### src/rtl/acc_control_fsm.sv
//------------------------------------------------------------------------------
// acc_control_fsm
//   Multicycle control unit for the 16-bit accumulator CPU. It sequences
//   fetch/decode/execute, decodes every datapath select and write enable
//   from the current state, and runs a req/ack handshake with memory.
//   A wait counter aborts a stalled memory access into a terminal BUSERR
//   state.
//
// Parameters:
//   ACK_TIMEOUT - maximum number of wait cycles for MemAck (0 = no timeout)
//
// Optional feature (compile-time macro):
//   ACC_STACK_OPS_EN - when defined, PUSH (A) / POP (B) and their states
//                      exist. When undefined, A/B are illegal and SPWrite
//                      is constant 0.
//
// Ports:
//   CLK       in   rising-edge clock
//   Reset     in   asynchronous active-low reset
//   Opcode    in   IR[15:12], valid from DECODE onward
//   Zero      in   ALU zero flag (combinational)
//   MemAck    in   memory completion pulse
//   MemReq    out  memory request, held until MemAck
//   MemWE     out  memory write (data = ACC)
//   AddrSel   out  address: 0 = PC, 1 = ZE operand, 2 = SP
//   IRWrite/MDRWrite/PCWrite/ACCWrite/SPWrite  out  register write enables
//   PCSrc     out  0 = ALU result, 1 = ALUOut register
//   ACCSrc    out  0 = ALUOut register, 1 = MDR
//   SrcA      out  0 = PC, 1 = ACC, 2 = SP
//   SrcB      out  0 = const 2, 1 = SE, 2 = MDR, 3 = ZE, 4 = SL1
//   ALUOP     out  0 ADD, 1 SUB, 2 AND, 3 OR, 5 PASSA
//   Halted/Illegal/BusErr  out  sticky status (terminal states)
//
// Revision: 1.0 - initial release
//------------------------------------------------------------------------------
`default_nettype none

module acc_control_fsm #(
  parameter int unsigned ACK_TIMEOUT = 255
) (
  input  logic       CLK,
  input  logic       Reset,
  input  logic [3:0] Opcode,
  input  logic       Zero,
  input  logic       MemAck,
  output logic       MemReq,
  output logic       MemWE,
  output logic [1:0] AddrSel,
  output logic       IRWrite,
  output logic       MDRWrite,
  output logic       PCWrite,
  output logic       ACCWrite,
  output logic       SPWrite,
  output logic       PCSrc,
  output logic       ACCSrc,
  output logic [1:0] SrcA,
  output logic [2:0] SrcB,
  output logic [2:0] ALUOP,
  output logic       Halted,
  output logic       Illegal,
  output logic       BusErr
);

  // The wait counter is 8 bits wide, so only the low byte of the limit matters.
  localparam logic [7:0] TIMEOUT_VAL = 8'(ACK_TIMEOUT);
  localparam bit         TIMEOUT_EN  = (ACK_TIMEOUT != 0);

  localparam logic [4:0] S_FETCH   = 5'd0;
  localparam logic [4:0] S_DECODE  = 5'd1;
  localparam logic [4:0] S_MEMRD   = 5'd2;
  localparam logic [4:0] S_ALUMEM  = 5'd3;
  localparam logic [4:0] S_ALUIMM  = 5'd4;
  localparam logic [4:0] S_ACCWB   = 5'd5;
  localparam logic [4:0] S_LDWB    = 5'd6;
  localparam logic [4:0] S_STORE   = 5'd7;
  localparam logic [4:0] S_BRANCH  = 5'd8;
  localparam logic [4:0] S_JUMP    = 5'd9;
  localparam logic [4:0] S_HALT    = 5'd10;
  localparam logic [4:0] S_ILLEGAL = 5'd11;
  localparam logic [4:0] S_BUSERR  = 5'd12;
`ifdef ACC_STACK_OPS_EN
  localparam logic [4:0] S_PUSH1   = 5'd13;
  localparam logic [4:0] S_PUSH2   = 5'd14;
  localparam logic [4:0] S_POP1    = 5'd15;
  localparam logic [4:0] S_POP2    = 5'd16;
`endif

  logic [4:0] state;
  logic [4:0] state_next;
  logic [7:0] wait_cnt;
  logic       started;
  logic       mem_state;
  logic       ack_timeout;

  // 'started' holds every output at 0 while reset is low and for the
  // remainder of the release cycle; FETCH begins on the first rising edge.
  always_ff @(posedge CLK or negedge Reset) begin
    if (!Reset) begin
      state    <= S_FETCH;
      started  <= 1'b0;
      wait_cnt <= 8'd0;
    end else begin
      started <= 1'b1;
      if (started) begin
        state <= state_next;
      end
      // Still waiting in the same memory state: count; any exit clears,
      // so every memory state is entered with a zero count.
      if (started && mem_state && !MemAck && !ack_timeout) begin
        wait_cnt <= wait_cnt + 8'd1;
      end else begin
        wait_cnt <= 8'd0;
      end
    end
  end

  always_comb begin
    mem_state = 1'b0;
    case (state)
      S_FETCH, S_MEMRD, S_STORE: mem_state = 1'b1;
`ifdef ACC_STACK_OPS_EN
      S_PUSH2, S_POP1:           mem_state = 1'b1;
`endif
      default:                   mem_state = 1'b0;
    endcase
  end

  // MemAck in the limit cycle takes priority over the timeout.
  assign ack_timeout = TIMEOUT_EN && mem_state && !MemAck && (wait_cnt == TIMEOUT_VAL);

  always_comb begin
    state_next = state;
    case (state)
      S_FETCH:  if (MemAck) state_next = S_DECODE;
      S_DECODE: begin
        case (Opcode)
          4'h0, 4'h1, 4'h2, 4'h3, 4'h4: state_next = S_MEMRD;
          4'h5:                         state_next = S_STORE;
          4'h6, 4'h7:                   state_next = S_ALUIMM;
          4'h8:                         state_next = S_BRANCH;
          4'h9:                         state_next = S_JUMP;
`ifdef ACC_STACK_OPS_EN
          4'hA:                         state_next = S_PUSH1;
          4'hB:                         state_next = S_POP1;
`endif
          4'hF:                         state_next = S_HALT;
          default:                      state_next = S_ILLEGAL;
        endcase
      end
      S_MEMRD:  if (MemAck) state_next = (Opcode == 4'h4) ? S_LDWB : S_ALUMEM;
      S_ALUMEM, S_ALUIMM: state_next = S_ACCWB;
      S_ACCWB, S_LDWB, S_BRANCH, S_JUMP: state_next = S_FETCH;
      S_STORE:  if (MemAck) state_next = S_FETCH;
`ifdef ACC_STACK_OPS_EN
      S_PUSH1:  state_next = S_PUSH2;
      S_PUSH2:  if (MemAck) state_next = S_FETCH;
      S_POP1:   if (MemAck) state_next = S_POP2;
      S_POP2:   state_next = S_FETCH;
`endif
      S_HALT, S_ILLEGAL, S_BUSERR: state_next = state;
      default:  state_next = S_ILLEGAL;
    endcase
    if (ack_timeout) begin
      state_next = S_BUSERR;
    end
  end

  // All-zero defaults select SrcA = PC, SrcB = const 2, ALUOP = ADD.
  always_comb begin
    MemReq   = 1'b0;
    MemWE    = 1'b0;
    AddrSel  = 2'd0;
    IRWrite  = 1'b0;
    MDRWrite = 1'b0;
    PCWrite  = 1'b0;
    ACCWrite = 1'b0;
    SPWrite  = 1'b0;
    PCSrc    = 1'b0;
    ACCSrc   = 1'b0;
    SrcA     = 2'd0;
    SrcB     = 3'd0;
    ALUOP    = 3'd0;
    Halted   = 1'b0;
    Illegal  = 1'b0;
    BusErr   = 1'b0;
    if (started) begin
      case (state)
        S_FETCH: begin
          MemReq  = 1'b1;
          IRWrite = MemAck;
          PCWrite = MemAck;   // PC + 2 straight from the ALU
        end
        S_DECODE: SrcB = 3'd4;  // PC + SL1 -> ALUOut (branch/jump target)
        S_MEMRD: begin
          MemReq   = 1'b1;
          AddrSel  = 2'd1;
          MDRWrite = MemAck;
        end
        S_ALUMEM: begin
          SrcA  = 2'd1;
          SrcB  = 3'd2;
          ALUOP = Opcode[2:0];  // opcodes 0..3 map directly onto ALU ops
        end
        S_ALUIMM: begin
          SrcA = 2'd1;
          if (Opcode[0]) begin  // ORI
            SrcB  = 3'd3;
            ALUOP = 3'd3;
          end else begin        // ADDI
            SrcB  = 3'd1;
          end
        end
        S_ACCWB: ACCWrite = 1'b1;
        S_LDWB: begin
          ACCWrite = 1'b1;
          ACCSrc   = 1'b1;
        end
        S_STORE: begin
          MemReq  = 1'b1;
          MemWE   = 1'b1;
          AddrSel = 2'd1;
        end
        S_BRANCH: begin
          SrcA    = 2'd1;
          ALUOP   = 3'd5;
          PCWrite = Zero;
          PCSrc   = Zero;
        end
        S_JUMP: begin
          PCWrite = 1'b1;
          PCSrc   = 1'b1;
        end
`ifdef ACC_STACK_OPS_EN
        S_PUSH1: begin
          SrcA    = 2'd2;
          ALUOP   = 3'd1;
          SPWrite = 1'b1;
        end
        S_PUSH2: begin
          MemReq  = 1'b1;
          MemWE   = 1'b1;
          AddrSel = 2'd2;
        end
        S_POP1: begin
          MemReq   = 1'b1;
          AddrSel  = 2'd2;
          MDRWrite = MemAck;
        end
        S_POP2: begin
          SrcA     = 2'd2;
          SPWrite  = 1'b1;
          ACCWrite = 1'b1;
          ACCSrc   = 1'b1;
        end
`endif
        S_HALT:    Halted  = 1'b1;
        S_ILLEGAL: Illegal = 1'b1;
        S_BUSERR:  BusErr  = 1'b1;
        default:   ;
      endcase
    end
  end

endmodule

`default_nettype wire

### config.mk
export PLATFORM = sky130hd
export DESIGN_NAME = acc_control_fsm
export DESIGN_NICKNAME = d
export VERILOG_FILES = /design/src/rtl/acc_control_fsm.sv
export SDC_FILE = /design/constraint.sdc
export NUM_CORES = 1
export LEC_CHECK = 0
export CORE_MARGIN = 2
export CORE_UTILIZATION = 30
export CTS_BUF_LIST = sky130_fd_sc_hd__clkbuf_16
export CTS_CLUSTER_DIAMETER = 80
export DETAILED_ROUTE_END_ITERATION = 10
export PLACE_DENSITY = 0.57
export RECOVER_POWER = 25
export SYNTH_ARGS = -nofsm -noshare
export SYNTH_HDL_FRONTEND = slang
export SYNTH_SLANG_ARGS = --single-unit
### constraint.sdc
create_clock -name CLK -period 1.3 [get_ports CLK]
set_input_delay 0.26 -clock CLK [delete_from_list [all_inputs] [get_ports CLK]]
set_output_delay 0.26 -clock CLK [all_outputs]
set_load 0.02 [all_outputs]
* Word-level counts from Yosys, hierarchy flattened
Memories as Yosys holds them, arrays and structs flattened. Index checks and enable logic that the tools add are counted.
Storage, ports and cells: flip-flop bits (word level) 14, bits in read-only memories 64, output and inout port bits 22, logic and storage cells 78, memories kept 1
Memories:
- (no name shown) | depth 16, bits a word 4, rd ports 1, clocked after Yosys merged registers in 0, wr ports 0, line 136 | case (Opcode)
Cells by class: $add $sub $neg 1, eq/ne operators 18, muxes and demuxes 39, reductions and logical operators 16
Operators with widths (count):
- 5-bit case mux with 7 select lines | 1
- 5-bit by 4-bit == test with 1-bit output, second input constant | 5
- 1-bit 2-to-1 mux | 24
- 5-bit by 3-bit == test with 1-bit output, second input constant | 4
- 5-bit 2-to-1 mux | 4
- 3-bit case mux with 3 select lines | 2
- 5-bit by 2-bit == test with 1-bit output, second input constant | 2
- 3-bit 2-to-1 mux | 3
- 3-bit inequality test, second input constant | 3
- 3-bit OR reduction | 3
- 8-bit by 1-bit adder with 8-bit output, second input constant | 1
- 8-bit == test, second input constant | 1
- 8-bit 2-to-1 mux | 1
- 2-bit OR reduction | 3
- 5-bit by 1-bit == test with 1-bit output, second input constant | 1
- 1-bit logical AND | 5
- 5-bit logical NOT | 1
- 5-bit AND reduction | 1
- 4-bit by 3-bit == test with 1-bit output, second input constant | 1
- 2-bit 2-to-1 mux | 2
- 4-bit OR reduction | 1
- 1-bit case mux with 3 select lines | 1
- 1-bit logical NOT | 2
- 2-bit inequality test, second input constant | 1
- 1-bit case mux with 2 select lines | 1

* Logic depth before layout (Yosys ltp)
Gate-level depths: netlist of the first run.
word-level depth 8, mapped depth 6, depth with buffers taken out 5

* Worst setup path before layout of the first run
Ideal clock, no wire load.
path type flip-flop to output port, start register started, end output port PCWrite, arrival 1610 ps, data required time 1040 ps, setup slack -570 ps, cell stages (with the launch flop) 6, path buffers 1, cells stage by stage dfrtp_1 -> buf_2 -> nor2b_1 -> nand2_1 -> nor3_1 -> or2_2
On the way: longest elaborated chain between the ends 1
Ends and longest elaborated chain:
- start: declaration | line 91 | logic started;
- start signal: assignment | line 100 | started <= 1'b0;
- start signal: assignment | line 103 | started <= 1'b1;
- 1-bit 2-to-1 mux | line 186 | if (started) begin
- end: declaration | line 51 | output logic PCWrite,
No other way between the ends.

* Worst setup path in the final report of the first run
start register state[0], end output port ALUOP[0]
On the way: longest elaborated chain between the ends 3, elaborated cells between the ends (all ways) 5, those cells by class eq/ne: 3; mux: 2
Ends and longest elaborated chain:
- start: declaration | line 88 | logic [4:0] state;
- start signal: assignment | line 105 | state <= state_next;
- 5-bit by 4-bit == test with 1-bit output, or another cell as far along | line 187 | case (state)
- 3-bit case mux with 3 select lines * | line 187
- 3-bit 2-to-1 mux * | line 186
- end: declaration | line 58 | output logic [2:0] ALUOP,
Every way passes the cells marked *; elsewhere a longest branch is shown, timed or not.

==> impl_metrics.env, run 1 <==
export IMPL_dr_pass1_iters=4
export IMPL_crit_chain="and3b_2 > a21oi_4 > nor3b_2 > o21a_2 > buf_6"
export IMPL_end_kind="output port"
export IMPL_grt_pass1_vias=1386
export IMPL_vias=1351
export IMPL_proportion_of_synthesized_flip_flops_having_asynchronous_set_or_reset=1.00
export IMPL_synth_mux_area_fraction=0
export IMPL_setup_worst_path_end="ALUOP[0]"
export IMPL_achievable_frequency_mhz=558
export IMPL_hp_class="register to register"
export IMPL_setup_worst_path_class="register to output port"
export IMPL_synth_sequential_area_ratio=0.302
export IMPL_final_setup_skew_ns=0.000345
export IMPL_fillers=229
export IMPL_period_needed_ns=1.79
export IMPL_hold_worst_slack_ns=0.555
export IMPL_startpoint_types="register"
export IMPL_number_of_buffers_added_by_the_clock_tree_synthesis_step=3
export IMPL_critical_path_startpoint="state[0]$_DFFE_PN0P_"
export IMPL_yosysTopAreaCell="dfrtp_1"
export IMPL_design_die_area_sq_um=4080
export IMPL_tightest_slew_ns=0.712
export IMPL_postLayoutCellArea_sq_um=2440
export IMPL_final_setup_worst_slack_ns=-0.492
export IMPL_synth_avg_cell_area_sq_um=8.03
export IMPL_leakage_uw=0.00106
export IMPL_post_synth_instance_area_sq_um=1080
export IMPL_placement_setup_slack_ns=-0.756
export IMPL_violations="negative setup slack"
export IMPL_io_port_bufs=26
export IMPL_hold_buffers=0
export IMPL_design_portCount=30
export IMPL_clock_insertion_delay_worst_skew_ns=0.23
export IMPL_critical_path_slowest_cell="dfrtp_2"
export IMPL_worst_path_largest_cell_delay_ns=0.49
export IMPL_finish_net_count=233
export IMPL_setup_viol_count_final=31
export IMPL_post_synth_simple_gate_area=0.320
export IMPL_rsz0062_at_grt="true"
export IMPL_worst_slew_margin_rel=0.525
export IMPL_insertedDiodeCount=0
export IMPL_chip_width_microns=63.9
export IMPL_status="complete, but fails checks"
export IMPL_clock_tree_htree_level_count=1
export IMPL_crit_path_max_fanout=7
export IMPL_hold_viol_final=0
export IMPL_place_hpwl_mm=2.57
export IMPL_drive_above_1_share=0.673
export IMPL_largest_cells_by_area_after_synthesis="dfrtp_1 30%, nor2_1 7.7%, buf_4 4.2%"
export IMPL_die_height_microns=63.9
export IMPL_power_per_cell_area_nw_per_um2=1320
export IMPL_yosysWarnings=0
export IMPL_yosys_cell_types_count=46
export IMPL_synth_top_family_by_area="simple AND/OR/NAND/NOR gates"
export IMPL_r2r_setup_slack_ns=-0.44
export IMPL_synth_edff_count=0
export IMPL_clock_root_buffer="clkbuf_16"
export IMPL_layout_core_utilization=0.720
export IMPL_reg2reg_to="state[0]$_DFFE_PN0P_"
export IMPL_min_period_over_period=1.38
export IMPL_synth_compound_gate_area_share=0.237
export IMPL_drtIter0Drc=46
export IMPL_cts_sinks=13
export IMPL_fin_setup_tns_ns=-12.41
export IMPL_cell_area_reported_after_detailed_placement_sq_um=1940
export IMPL_floorplan_initialDensity=0.317
export IMPL_floorplan_core_area_sq_um=3390
export IMPL_netlist_top_cells_count="22 x nor2_1, 13 x dfrtp_1, 7 x nand2_1, 7 x nand3_1, 7 x o21ai_0"
export IMPL_post_synth_xor_area_fraction=0.0488
export IMPL_placement_rows=21
export IMPL_ir_drop_uv=1210
export IMPL_syn_instance_count=134
export IMPL_mean_number_of_vias_per_cell=5.02
export IMPL_adder_and_majority_gate_portion_of_the_synthesized_area=0.0116
export IMPL_synth_top_area_share=0.302
export IMPL_worstPathRequired_ns=1.04
export IMPL_crit_arrival_ns=1.53
export IMPL_synth_register_bits=13
export IMPL_antenna_violations_before_repair=0
export IMPL_drc_errors=0
export IMPL_drtAntennaViolNets=0
export IMPL_clk_path_buf_depth=2
export IMPL_ff2ff_path_depth=8
export IMPL_yosysMostFrequentCell="nor2_1"
export IMPL_global_route_wire_length_before_repair_mm=6.60
export IMPL_max_slew_violation_count=0
export IMPL_clk_pin_slew_worst_paths_ns=0.04
export IMPL_grt_remaining_overflow=0
export IMPL_tritoncts="done"
export IMPL_groute_usage_overall=0.204
export IMPL_synth_main_ff_cell="dfrtp_1"
export IMPL_wl_per_cell_microns=15.1
export IMPL_grt_start_max_net_pins=14
export IMPL_globalplace_congestion=0.851
export IMPL_critical_path_reg2reg_startpoint="state[1]$_DFFE_PN0P_"
export IMPL_min_from="wait_cnt[0]$_DFF_PN0_"
export IMPL_layout_area_overhead_vs_synth_pct=127
export IMPL_postRouteWirelength_mm=4.05
export IMPL_maxCapViolCount=0
## critical path: cells and delay by family (launching register included)
family,cells,cell delay [ns]
flops,1,0.49
compound gates,2,0.35
simple gates,2,0.33
buf+inv,1,0.13
## flip-flops by register name, indices dropped and copies added, names as in the netlist
signal	flops
started	1
state	4
wait_cnt	8
## layout make-up
class,count,area [sq um],share of cell area
clock buffers,3,75.1,0.0308
clock inverters,1,3.75,0.00154
inverters,3,16.3,0.00667
multi-input cells,109,1030,0.423
flip-flops and latches,13,330,0.135
well taps,46,57.6,0.0236
repair buffers,94,926,0.379
## logic make-up after synthesis
| family | count (synthesis) |
|---|---|
| AO/OA/AOI/OAI | 34 |
| XOR/XNOR | 6 |
| buffers and inverters | 14 |
| AND/OR/NAND/NOR | 64 |
| other | 2 |
| adder cells (fa/ha/maj) | 1 |
| flip-flops | 13 |
## through the flow
stage,power [uW],std cells
6_report,3220,269
5_1_grt,3400,269
4_1_cts,3210,267
3_5_place_dp,1780,248
3_3_place_gp,1760,248
2_1_floorplan,1360,136
## report_power, final
part / internal, uW / switching, uW / total (uW) / leakage (uW)
sequential: 446 / 88.6 / 534 / 0.000162
clock: 404 / 151 / 555 / 0.0000423
combinational: 1200 / 935 / 2130 / 0.000851
total: 2050 / 1170 / 3220 / 0.00106
## worst min path at each step
stage                                 end  slack [ns]  depth (start not counted)
finish              wait_cnt[0]$_DFF_PN0_        0.56                          2
global route        wait_cnt[0]$_DFF_PN0_        0.58                          2
CTS                 wait_cnt[0]$_DFF_PN0_        0.34                          2
detailed placement  wait_cnt[0]$_DFF_PN0_        0.55                          2
global placement    wait_cnt[5]$_DFF_PN0_        0.53                          2
floorplan               started$_DFF_PN0_       -0.04                          0
## metal layers
metal / vias to the layer above / GRT usage / wire length [microns]
li1: 653 / - / -
met1: 652 / 0.245 / 1610
met2: 44 / 0.382 / 2260
met3: 2 / 0.0352 / 172
met4: 0 / 0.0326 / 17
met5: - / 0 / 0
## repair_timing
action                                  CTS  global route
endpoints found under the setup margin   31            31
resized for setup                       161            21
cloned                                    1             0
buffers inserted                         15             6
pin swaps                                18            13
## cells in the final DEF (no fill, tap or decap), types with 3 or more instances in the layout
cell / netlist / routed
nor2_4: 0 / 10
nand2b_4: 0 / 3
buf_4: 6 / 41
nor3_4: 0 / 5
dfrtp_1: 13 / 9
buf_6: 0 / 40
buf_12: 0 / 4
o21ai_0: 7 / 4
nor2_1: 22 / 5
dfrtp_2: 0 / 4
xor2_1: 5 / 5
a21o_1: 4 / 4
nor2_2: 1 / 8
clkbuf_16: 0 / 3
conb_1: 2 / 4
nand2_1: 7 / 3
inv_1: 3 / 3
clkdlybuf4s50_1: 0 / 5
nand3_1: 7 / 7
Note: power is estimated with default switching activity, not from simulation.
==> run 2, diff against run 1 <==
PLACE_DENSITY = 0.55   (was 0.57)
clock period = 2 ns   (was 1.3 ns; I/O delays follow)
==> impl_metrics.env, run 2 (same netlist as run 1, synthesis figures left out) <==
export IMPL_status="completed"
export IMPL_end_kind="output port"
export IMPL_clock_root_buffer="clkbuf_16"
export IMPL_number_of_buffers_added_by_the_clock_tree_synthesis_step=3
export IMPL_largest_register_ffs=8
export IMPL_final_cell_mix="29 x buf_4, 21 x nor2_1, 11 x dfrtp_1"
export IMPL_regMostFlops="wait_cnt"
export IMPL_antenna_violations_before_repair=0
export IMPL_largest_registers="wait_cnt x8, state x4, started x1"
export IMPL_globalplace_congestion=0.800
export IMPL_clk_pin_slew_worst_paths_ns=0.04
export IMPL_setup_viol_count_final=0
export IMPL_grt_remaining_overflow=0
export IMPL_max_slew_violation_count=0
export IMPL_ir_drop_uv=448
export IMPL_dr_pass1_iters=4
export IMPL_die_height_microns=63.9
export IMPL_floorplan_core_area_sq_um=3390
export IMPL_worst_slew_margin_rel=0.626
export IMPL_design_die_area_sq_um=4080
export IMPL_min_period_over_period=0.982
export IMPL_drtIter0Drc=34
export IMPL_hp_class="register to register"
export IMPL_cts_sinks=13
export IMPL_achievable_frequency_mhz=509
export IMPL_clock_tree_htree_level_count=1
export IMPL_power_per_cell_area_nw_per_um2=821
export IMPL_drive_above_1_share=0.341
export IMPL_chip_width_microns=63.9
export IMPL_grt_pass1_vias=1188
export IMPL_io_port_bufs=26
export IMPL_leakage_uw=0.000739
export IMPL_tightest_slew_ns=0.560
export IMPL_global_route_wire_length_before_repair_mm=5.51
export IMPL_clk_path_buf_depth=2
export IMPL_crit_path_max_fanout=4
export IMPL_rsz0062_at_grt="true"
export IMPL_mostFrequentLayoutCell="buf_4"
export IMPL_mean_number_of_vias_per_cell=5.03
export IMPL_setup_worst_path_class="register to output port"
export IMPL_hold_buffers=0
export IMPL_drc_errors=0
export IMPL_final_setup_skew_ns=0.00138
export IMPL_finish_net_count=195
export IMPL_vias=1161
export IMPL_layout_area_overhead_vs_synth_pct=52.1
export IMPL_floorplan_initialDensity=0.317
export IMPL_design_portCount=30
export IMPL_final_setup_worst_slack_ns=0.0354
export IMPL_maxCapViolCount=0
export IMPL_worstPathRequired_ns=1.60
export IMPL_insertedDiodeCount=0
export IMPL_wl_per_cell_microns=13.4
export IMPL_period_needed_ns=1.96
export IMPL_tritoncts="done"
export IMPL_postRouteWirelength_mm=3.10
export IMPL_layout_core_utilization=0.483
export IMPL_hold_worst_slack_ns=0.520
export IMPL_placement_setup_slack_ns=-0.329
export IMPL_clock_insertion_delay_worst_skew_ns=0.24
export IMPL_groute_usage_overall=0.164
export IMPL_grt_start_max_net_pins=14
export IMPL_crit_arrival_ns=1.56
export IMPL_startpoint_types="register"
export IMPL_placement_rows=21
export IMPL_drtAntennaViolNets=0
export IMPL_place_hpwl_mm=2.45
export IMPL_hold_viol_final=0
[run 2: cell types whose count changed in the layout (fill, tap and decap cells not counted), moves of 4 or more]
cell	change
nor2_4	-10
dlygate4sd2_1	+6
nor3_4	-5
buf_2	+5
clkbuf_2	+5
buf_12	-4
buf_4	-12
buf_6	-39
nor2_1	+16
nand2_1	+4
nor2_2	-6
[run 2: report_power, final]
part	internal [uW]	switching (uW)
Clock	262	98.9
Combinational	328	327
Sequential	288	40.1
[run 2: cell type report]
class / instances / area, sq um
clock buffer: 3 / 75.1
clock inverter: 1 / 3.75
fill: 351 / 1750
inverter: 3 / 11.3
multi-input combinational: 109 / 728
sequential: 13 / 328
tap: 46 / 57.6
timing repair buffer: 56 / 433
[run 2: worst max-delay path: stages, from the launching register on]
cell and delay [ns]:
dfrtp_1 0.40, nor2_2 0.22, nand2_1 0.13, buf_4 0.15, nor2_1 0.08, dlygate4sd2_1 0.34
[run 2: repair_timing]
action	in CTS	in global routing
resized for setup	47	19
buffers inserted	1	0
endpoints found under the hold margin	0	0
endpoints found under the setup margin	19	12
[run 2: metrics by stage]
step	std cells	cell area [sq um]	setup TNS (ns)	power (uW)
floorplan	136	1090	0	657
global placement	226	1560	-1.95	920
detailed placement	226	1560	-2.27	927
CTS	231	1640	-0.0140	1320
global route	231	1640	-0.104	1440
finish	231	1640	0	1340
[run 2: path summary, 6_finish.rpt]
| check | start | to | slack (ns) | depth (start not counted) |
|---|---|---|---|---|
| max reg2reg | state[0]$_DFFE_PN0P_ | state[0]$_DFFE_PN0P_ | 0.21 | 6 |
| max in group asynchronous | Reset | state[2]$_DFFE_PN0P_ | 1.00 | 1 |
| min in group asynchronous | Reset | wait_cnt[3]$_DFF_PN0_ | 0.59 | 1 |
| min reg2reg | wait_cnt[0]$_DFF_PN0_ | wait_cnt[0]$_DFF_PN0_ | 0.52 | 1 |
| min | wait_cnt[0]$_DFF_PN0_ | wait_cnt[0]$_DFF_PN0_ | 0.52 | 1 |
| max | state[0]$_DFFE_PN0P_ | BusErr | 0.04 | 5 |
[run 2: per-layer routing]
| metal | routed length [microns] | global-route usage | part of all wire |
|---|---|---|---|
| met2 | 1520 | 0.296 | 0.49 |
| met4 | 29 | 0.0408 | 0.0094 |
| met1 | 1410 | 0.208 | 0.45 |
| met5 | 0 | 0 | 0 |
| met3 | 144 | 0.0141 | 0.046 |
==> run 3, diff against run 2 <==
clock period = 2.5 ns   (was 2 ns; I/O delays follow)
==> impl_metrics.env, run 3 (same netlist as run 1, synthesis figures left out) <==
export IMPL_status="completed"
export IMPL_floorplan_core_area_sq_um=3390
export IMPL_worstPathRequired_ns=2.00
export IMPL_dr_pass1_iters=4
export IMPL_io_port_bufs=26
export IMPL_crit_arrival_ns=1.97
export IMPL_largest_registers="wait_cnt x8, state x4, started x1"
export IMPL_floorplan_initialDensity=0.317
export IMPL_clock_tree_htree_level_count=1
export IMPL_clock_root_buffer="clkbuf_16"
export IMPL_achievable_frequency_mhz=405
export IMPL_antenna_violations_before_repair=0
export IMPL_hold_viol_final=0
export IMPL_vias=1053
export IMPL_layout_area_overhead_vs_synth_pct=41.7
export IMPL_fillers=333
export IMPL_leakage_uw=0.000661
export IMPL_post_cts_setup_buffer_count=0
export IMPL_wl_per_cell_microns=13.3
export IMPL_clock_insertion_delay_worst_skew_ns=0.24
export IMPL_design_portCount=30
export IMPL_drtAntennaViolNets=0
export IMPL_chip_width_microns=63.9
export IMPL_final_cell_mix="21 x nor2_1, 19 x clkdlybuf4s50_1, 12 x dfrtp_1, 10 x buf_4"
export IMPL_grt_pass1_vias=1037
export IMPL_min_from="wait_cnt[0]$_DFF_PN0_"
export IMPL_power_per_cell_area_nw_per_um2=618
export IMPL_placement_rows=21
export IMPL_fin_setup_tns_ns=0
export IMPL_setup_viol_count_final=0
export IMPL_reg2reg_to="state[0]$_DFFE_PN0P_"
export IMPL_cts_sinks=13
export IMPL_mean_number_of_vias_per_cell=4.97
export IMPL_mostFrequentLayoutCell="nor2_1"
export IMPL_groute_usage_overall=0.147
export IMPL_tightest_slew_ns=0.576
export IMPL_critical_path_startpoint="MemAck"
export IMPL_maxCapViolCount=0
export IMPL_insertedDiodeCount=0
export IMPL_drive_above_1_share=0.145
export IMPL_max_slew_violation_count=0
export IMPL_min_period_over_period=0.988
export IMPL_clk_pin_slew_worst_paths_ns=0.04
export IMPL_clk_path_buf_depth=2
export IMPL_worst_slew_margin_rel=0.614
export IMPL_grt_start_max_net_pins=20
export IMPL_postRouteWirelength_mm=2.83
export IMPL_die_height_microns=63.9
export IMPL_ff2ff_path_depth=5
export IMPL_global_route_wire_length_before_repair_mm=4.80
export IMPL_period_needed_ns=2.47
export IMPL_place_hpwl_mm=2.15
export IMPL_regMostFlops="wait_cnt"
export IMPL_finish_net_count=176
export IMPL_drtIter0Drc=58
export IMPL_globalplace_congestion=0.826
export IMPL_critical_path_reg2reg_startpoint="state[2]$_DFFE_PN0P_"
export IMPL_end_kind="output port"
export IMPL_hp_class="register to register"
export IMPL_final_setup_worst_slack_ns=0.0297
export IMPL_number_of_buffers_added_by_the_clock_tree_synthesis_step=3
export IMPL_startpoint_types="input pin"
export IMPL_design_die_area_sq_um=4080
export IMPL_drc_errors=0
export IMPL_setup_worst_path_class="input pin to output port"
export IMPL_rsz0062_at_grt="false"
export IMPL_ir_drop_uv=382
export IMPL_final_setup_skew_ns=0.00184
export IMPL_r2r_setup_slack_ns=0.71
export IMPL_placement_setup_slack_ns=0.00379
export IMPL_setup_worst_path_end="MDRWrite"
export IMPL_crit_path_max_fanout=2
export IMPL_grt_remaining_overflow=0
export IMPL_largest_register_ffs=8
export IMPL_tritoncts="done"
## run 3: cell count changes in the layout (fill, tap and decap cells not counted), moves of 2 or more
cell / delta
clkdlybuf4s15_2: -2
clkdlybuf4s50_1: +13
dlymetal6s2s_1: +3
nor3_1: +2
clkbuf_2: -5
dlygate4sd2_1: -4
nor3_2: -2
buf_4: -19
buf_2: -5
## run 3: area by class of cell
| cell class | count | area [sq um] | share of cell area |
|---|---|---|---|
| clock buffer | 3 | 75.1 | 0.0492 |
| clock inverter | 1 | 3.75 | 0.00246 |
| inverter | 3 | 11.3 | 0.00738 |
| multi-input combinational | 109 | 692 | 0.454 |
| sequential | 13 | 327 | 0.214 |
| tap | 46 | 57.6 | 0.0377 |
| timing repair buffer | 37 | 359 | 0.235 |
## run 3: repair_timing
action / CTS / global route
pin swaps: 0 / 0
setup endpoints to repair: 9 / 3
endpoints found under the hold margin: 0 / 0
hold buffers: 0 / 0
resized for setup: 8 / 3
## run 3: worst min-delay path by stage
stage / slack, ns / end / depth (start not counted)
2_1_floorplan: 0.20 / started$_DFF_PN0_ / 0
3_3_place_gp: 0.51 / wait_cnt[0]$_DFF_PN0_ / 1
3_5_place_dp: 0.53 / wait_cnt[5]$_DFF_PN0_ / 2
4_1_cts: 0.54 / wait_cnt[0]$_DFF_PN0_ / 1
5_1_grt: 0.56 / wait_cnt[0]$_DFF_PN0_ / 1
6_report: 0.53 / wait_cnt[0]$_DFF_PN0_ / 1
## run 3: per-stage QoR
stage                     cells  utilization  hold slack [ns]  total power [uW]  cell area [sq um]
after floorplan             136            -            0.204               524               1080
after detailed placement    208        0.422            0.534               654               1430
after global placement      208        0.422            0.508               651               1430
after CTS                   212        0.448            0.543               956               1520
after global routing        212        0.450            0.556              1010               1530
final                       212        0.450            0.534               943               1530
## run 3: per-layer routing
layer  vias up  share of wire  track usage
met3         6          0.052       0.0194
met2        35           0.47        0.243
met1       480           0.46        0.188
li1        532              -            -
met5         -              0            0
met4         0          0.018       0.0679
## run 3: critical path, cell delays in order
cell and delay [ns]:
clkdlybuf4s50_1 0.50, inv_1 0.06, nor4_1 0.26, clkdlybuf4s50_1 0.65
## run 3: power by group
group	internal, uW	switching (uW)	total, uW
sequential	229	30.1	259
combinational	173	222	395
clock	210	79.7	290
